==> src/rtl/vga_pkg.sv <==
`default_nettype none
// +----------------------------------------------------------------------+
// | vga_pkg : default 640x480@60 timing constants and coordinate type     |
// | Rev 1.0 - initial release                                             |
// +----------------------------------------------------------------------+
package vga_pkg;

  localparam int DEF_H_VISIBLE = 640;
  localparam int DEF_H_FRONT   = 16;
  localparam int DEF_H_SYNC    = 96;
  localparam int DEF_H_BACK    = 48;
  localparam int DEF_V_VISIBLE = 480;
  localparam int DEF_V_FRONT   = 10;
  localparam int DEF_V_SYNC    = 2;
  localparam int DEF_V_BACK    = 33;

  localparam int DEF_H_TOTAL = DEF_H_VISIBLE + DEF_H_FRONT + DEF_H_SYNC + DEF_H_BACK;
  localparam int DEF_V_TOTAL = DEF_V_VISIBLE + DEF_V_FRONT + DEF_V_SYNC + DEF_V_BACK;

  // Largest axis length a 10-bit coordinate can count through.
  localparam int MAX_TOTAL = 1024;

  typedef logic [9:0] coord_t;

endpackage
`default_nettype wire

==> src/rtl/vga_axis_counter.sv <==
`default_nettype none
// +----------------------------------------------------------------------+
// | vga_axis_counter : wrap-at-TOTAL counter with registered sync decode  |
// | Rev 1.0 - initial release                                             |
// +----------------------------------------------------------------------+
module vga_axis_counter
  import vga_pkg::*;
#(
  parameter int TOTAL      = DEF_H_TOTAL,
  parameter int SYNC_START = DEF_H_VISIBLE + DEF_H_FRONT,
  parameter int SYNC_WIDTH = DEF_H_SYNC
) (
  input  logic   vga_clk,
  input  logic   reset_n,
  input  logic   advance,
  output coord_t count,
  output coord_t next_count,
  output logic   wrap,
  output logic   sync_n
);

  localparam coord_t      C_LAST    = coord_t'(TOTAL - 1);
  // 11-bit bounds so a sync window ending exactly at 1024 stays representable.
  localparam logic [10:0] C_SYNC_LO = 11'(SYNC_START);
  localparam logic [10:0] C_SYNC_HI = 11'(SYNC_START + SYNC_WIDTH);

  coord_t      r_count;
  logic        r_sync_n;
  logic [10:0] w_next_ext;

  always_comb begin
    wrap       = advance && (r_count == C_LAST);
    next_count = r_count;
    if (wrap) begin
      next_count = '0;
    end else if (advance) begin
      next_count = r_count + 10'd1;
    end
  end

  assign w_next_ext = {1'b0, next_count};

  // Sync is decoded from the next count so it moves on the same edge as the count.
  always_ff @(posedge vga_clk or negedge reset_n) begin
    if (!reset_n) begin
      r_count  <= '0;
      r_sync_n <= 1'b1;
    end else begin
      r_count  <= next_count;
      r_sync_n <= !((w_next_ext >= C_SYNC_LO) && (w_next_ext < C_SYNC_HI));
    end
  end

  assign count  = r_count;
  assign sync_n = r_sync_n;

endmodule
`default_nettype wire

==> src/rtl/vga_timing_gen.sv <==
`default_nettype none
// +----------------------------------------------------------------------+
// | vga_timing_gen : 640x480@60 raster counters, syncs, blank, frame strobe|
// | Option VGA_SYNC_DELAY_EN: delay hs/vs one cycle behind the counters.  |
// | Rev 1.0 - initial release                                             |
// +----------------------------------------------------------------------+
module vga_timing_gen
  import vga_pkg::*;
#(
  parameter int H_VISIBLE = DEF_H_VISIBLE,
  parameter int H_FRONT   = DEF_H_FRONT,
  parameter int H_SYNC    = DEF_H_SYNC,
  parameter int H_BACK    = DEF_H_BACK,
  parameter int V_VISIBLE = DEF_V_VISIBLE,
  parameter int V_FRONT   = DEF_V_FRONT,
  parameter int V_SYNC    = DEF_V_SYNC,
  parameter int V_BACK    = DEF_V_BACK
) (
  input  logic   vga_clk,
  input  logic   reset_n,
  output coord_t DrawX,
  output coord_t DrawY,
  output logic   blank,
  output logic   hs,
  output logic   vs,
  output logic   frame_start
);

  localparam int H_TOTAL = H_VISIBLE + H_FRONT + H_SYNC + H_BACK;
  localparam int V_TOTAL = V_VISIBLE + V_FRONT + V_SYNC + V_BACK;

  localparam logic [10:0] C_H_VISIBLE = 11'(H_VISIBLE);
  localparam logic [10:0] C_V_VISIBLE = 11'(V_VISIBLE);

  if (H_TOTAL > MAX_TOTAL) begin : g_h_total_check
    $error("vga_timing_gen: H_TOTAL exceeds 1024");
  end
  if (V_TOTAL > MAX_TOTAL) begin : g_v_total_check
    $error("vga_timing_gen: V_TOTAL exceeds 1024");
  end

  coord_t w_h_next;
  coord_t w_v_next;
  logic   w_h_wrap;
  logic   w_v_wrap;
  logic   w_hs;
  logic   w_vs;
  logic   r_blank;
  logic   r_frame_start;

  vga_axis_counter #(
    .TOTAL      (H_TOTAL),
    .SYNC_START (H_VISIBLE + H_FRONT),
    .SYNC_WIDTH (H_SYNC)
  ) u_h_axis (
    .vga_clk    (vga_clk),
    .reset_n    (reset_n),
    .advance    (1'b1),
    .count      (DrawX),
    .next_count (w_h_next),
    .wrap       (w_h_wrap),
    .sync_n     (w_hs)
  );

  vga_axis_counter #(
    .TOTAL      (V_TOTAL),
    .SYNC_START (V_VISIBLE + V_FRONT),
    .SYNC_WIDTH (V_SYNC)
  ) u_v_axis (
    .vga_clk    (vga_clk),
    .reset_n    (reset_n),
    .advance    (w_h_wrap),
    .count      (DrawY),
    .next_count (w_v_next),
    .wrap       (w_v_wrap),
    .sync_n     (w_vs)
  );

  // The vertical wrap only fires on a horizontal wrap, so it marks the (0,0) edge.
  always_ff @(posedge vga_clk or negedge reset_n) begin
    if (!reset_n) begin
      r_blank       <= 1'b1;
      r_frame_start <= 1'b0;
    end else begin
      r_blank       <= ({1'b0, w_h_next} < C_H_VISIBLE) && ({1'b0, w_v_next} < C_V_VISIBLE);
      r_frame_start <= w_v_wrap;
    end
  end

  assign blank       = r_blank;
  assign frame_start = r_frame_start;

`ifdef VGA_SYNC_DELAY_EN
  logic r_hs_dly;
  logic r_vs_dly;

  always_ff @(posedge vga_clk or negedge reset_n) begin
    if (!reset_n) begin
      r_hs_dly <= 1'b1;
      r_vs_dly <= 1'b1;
    end else begin
      r_hs_dly <= w_hs;
      r_vs_dly <= w_vs;
    end
  end

  assign hs = r_hs_dly;
  assign vs = r_vs_dly;
`else
  assign hs = w_hs;
  assign vs = w_vs;
`endif

endmodule
`default_nettype wire
==> config.mk <==
export PLATFORM = sky130hd
export DESIGN_NAME = vga_timing_gen
export DESIGN_NICKNAME = d
export VERILOG_FILES = /design/src/rtl/vga_pkg.sv /design/src/rtl/vga_axis_counter.sv /design/src/rtl/vga_timing_gen.sv
export SDC_FILE = /design/constraint.sdc
export NUM_CORES = 1
export LEC_CHECK = 0
export CORE_MARGIN = 3
export CORE_UTILIZATION = 45
export CTS_CLUSTER_SIZE = 16
export DETAILED_ROUTE_END_ITERATION = 16
export GPL_TIMING_DRIVEN = 0
export PLACE_DENSITY = 0.84
export SYNTH_ARGS = -nofsm -noshare
export SYNTH_HDL_FRONTEND = slang
export SYNTH_SLANG_ARGS = --single-unit
export TNS_END_PERCENT = 10
==> constraint.sdc <==
create_clock -name vga_clk -period 1.8 [get_ports vga_clk]
set_clock_uncertainty 0.15 [all_clocks]
set_input_delay 0.18 -clock vga_clk [delete_from_list [all_inputs] [get_ports vga_clk]]
set_output_delay 0.18 -clock vga_clk [all_outputs]
set_load 0.02 [all_outputs]
==> results.tsv <==
metric	value	unit
core_area	2900	µm²
clk_latency	0.32	ns
max_cap_viol_count	0	
clk_pin_slew	0.13	ns
ir_worst_vdd	390	µV
cts_tree	built	
crit_required	1.90	ns
worst_setup_path_start_kind	register	
hold_viol	0	
avgSynthCellArea	9.37	µm²
rsz0062_at_grt	yes	
ys_warn_count	0	
grt_usage	18.3	%
async_flop_share	100	%
seq_area_frac_synth	42.1	%
drive_above_1_share	33.3	%
status	complete, but fails checks	
synth_top_area_cell	dfrtp_1	
syn_inst	153	
synth_top_area_share	36.6	%
synth_compound_area_share	12.8	%
p_leak	0.862	nW
violations	setup timing	
netlist_area	1430	µm²
dp_slack	-0.188	ns
drc	0	
antenna_found_initial	0	
final_antenna_net_count	0	
dr.pass1.iters	4	
synthAdderAreaFrac	2.62	%
period_share	107	%
die_width	62.5	µm
ys_top_cells_by_count	dfrtp_1 (21), nand3_1 (13), o21ai_0 (12)	
yosysMostFrequentCell	dfrtp_1	
tightest_slew	1.02	ns
dpl.hpwl	2.33	mm
post-route-util	71.1	%
maxSlewHeadroom	31.7	%
path_class	register to register	
drv_slew	0	
nNetsFinal	198	
drt_wl_total	3.89	mm
routed_via_density	5.81	
synth_area_leaders	dfrtp_1 (37%), dfstp_2 (5.5%), xnor2_1 (4.9%)	
dp.cells	220	
synth_edf_count	0	
htree_levels	1	
drt_iter0_markers	86	
layoutNonFillerInstCount	234	
max_freq	0.518	GHz
yosys.cell_types.count	48	
grt_pass1_wl	5.82	mm
p_per_area	391	nW/µm²
area_growth	43.8	%
setup_viol	4	
routedWlPerCell	16.6	µm
grt_max_degree	25	
synth-xor-area-share	7.33	%
yosys_register_bits	24	
ios	26	
ctsHoldBuffers	0	
routabilityCongestion	0.826	
synth_ff_type	dfrtp_1	
die-area	3900	µm²
setup_ws	-0.130	ns
initial_core_util	49.4	%
cts_buffers	3	
period_needed	1.93	ns
synth.area.mux_share	0.698	%
clk_path_buf_depth	2	
vias	1359	
fin_setup_tns	-0.216	ns
portBuffers	25	
cts_root_buffer	clkbuf_4	
globalRouteOverflowTotal	0	
end_kind	register	
crit_fanout	5	
yosys.area_share.simple	30.5	%
n_antenna_cell	0	
clock_sinks	24	
synth_top_family_by_area	simple AND/OR/NAND/NOR gates	
cp.arrival	2.03	ns
die_y	62.5	µm
holdCritPathClass	primary input to asynchronous set/reset pin	
rows	19	
first_global_vias	1232	
syn_nets	158	
-- sequential cells by signal (all words and copies together) (netlist names) --
name / count
blank: 1
u_v_axis.sync_n: 1
u_v_axis.count: 10
frame_start: 1
u_h_axis.count: 10
u_h_axis.sync_n: 1
-- final cells by class --
type | count | area (µm²)
multi-input combinational | 117 | 913
fill | 204 | 838
sequential | 24 | 618
timing repair buffer | 37 | 369
buffer | 8 | 72.6
tap | 42 | 52.6
clock buffer | 4 | 26.3
inverter | 2 | 10.0
-- what timing repair did --
item,CTS,global route
gates cloned,0,0
endpoints found under the setup margin,13,23
resized for setup,14,49
pin swaps,5,10
setup buffers,6,6
-- cell usage in the layout (no fill, tap or decap), types with 2 or more instances in the layout --
cell,synthesis,routed
dfstp_2,3,3
nor3_1,3,2
ha_4,0,2
nand3_1,13,13
xor2_1,4,4
and4_4,0,2
buf_6,0,6
or2_2,2,2
and2_1,2,2
dfrtp_2,0,11
o21ai_2,0,2
nor2_1,11,9
clkbuf_4,0,3
xnor2_1,8,8
buf_4,1,10
nand4_1,7,7
a21oi_1,2,2
nand2_1,11,11
clkdlybuf4s50_1,0,15
dfrtp_1,21,10
o21ai_0,12,7
nor2b_1,3,2
o21ai_1,0,3
dlymetal6s2s_1,0,9
clkbuf_1,4,3
and3_1,4,3
-- metal layers --
| metal | wire (µm) | vias to the layer above | global-route usage [%] |
|---|---|---|---|
| met5 | 0 | - | 0 |
| met4 | 73 | 0 | 7.16 |
| met3 | 240 | 11 | 3.60 |
| met2 | 1890 | 60 | 29.6 |
| met1 | 1680 | 653 | 24.3 |
| li1 | - | 635 | - |
-- report_power, final --
part | internal, mW | switching, mW | total [mW]
sequential | 0.539 | 0 | 0.539
clock | 0.0869 | 0.168 | 0.255
combinational | 0.00190 | 0.00964 | 0.0115
-- worst max-delay path, stage by stage, from the launching register on --
cell and delay, ns:
dfrtp_2 0.39, buf_6 0.12, buf_4 0.12, nand2_1 0.07
or3_4 0.41, o311a_1 0.35, a311oi_2 0.24
-- logic make-up after synthesis --
kind of cell,after synthesis
compound gates,27
xor+xnor,12
fa+ha+maj,3
buf+inv,12
flops,24
mux,1
simple gates,74
-- path summary, 6_finish.rpt --
path                              startpoint                 to  slack (ns)  cells after the start
max                        u_h_axis.count[5]              blank       -0.13                      6
min                                  reset_n  u_h_axis.count[9]        0.25                      1
max reg2reg                u_h_axis.count[5]              blank       -0.13                      6
min reg2reg                u_h_axis.count[0]  u_h_axis.count[1]        0.40                      1
max in group asynchronous            reset_n  u_v_axis.count[0]        0.57                      1
min in group vga_clk       u_h_axis.count[0]  u_h_axis.count[1]        0.40                      1
-- per-stage QoR --
stage          hold slack, ns  power (mW)  instance area (µm²)
6_report                0.250       0.806                 2060
5_1_grt                 0.348       0.843                 2060
4_1_cts                 0.303       0.808                 1870
3_5_place_dp            0.373       0.562                 1770
3_3_place_gp            0.372       0.562                 1770
2_1_floorplan          -0.266       0.550                 1470
Power figures use the tool's default switching activity.
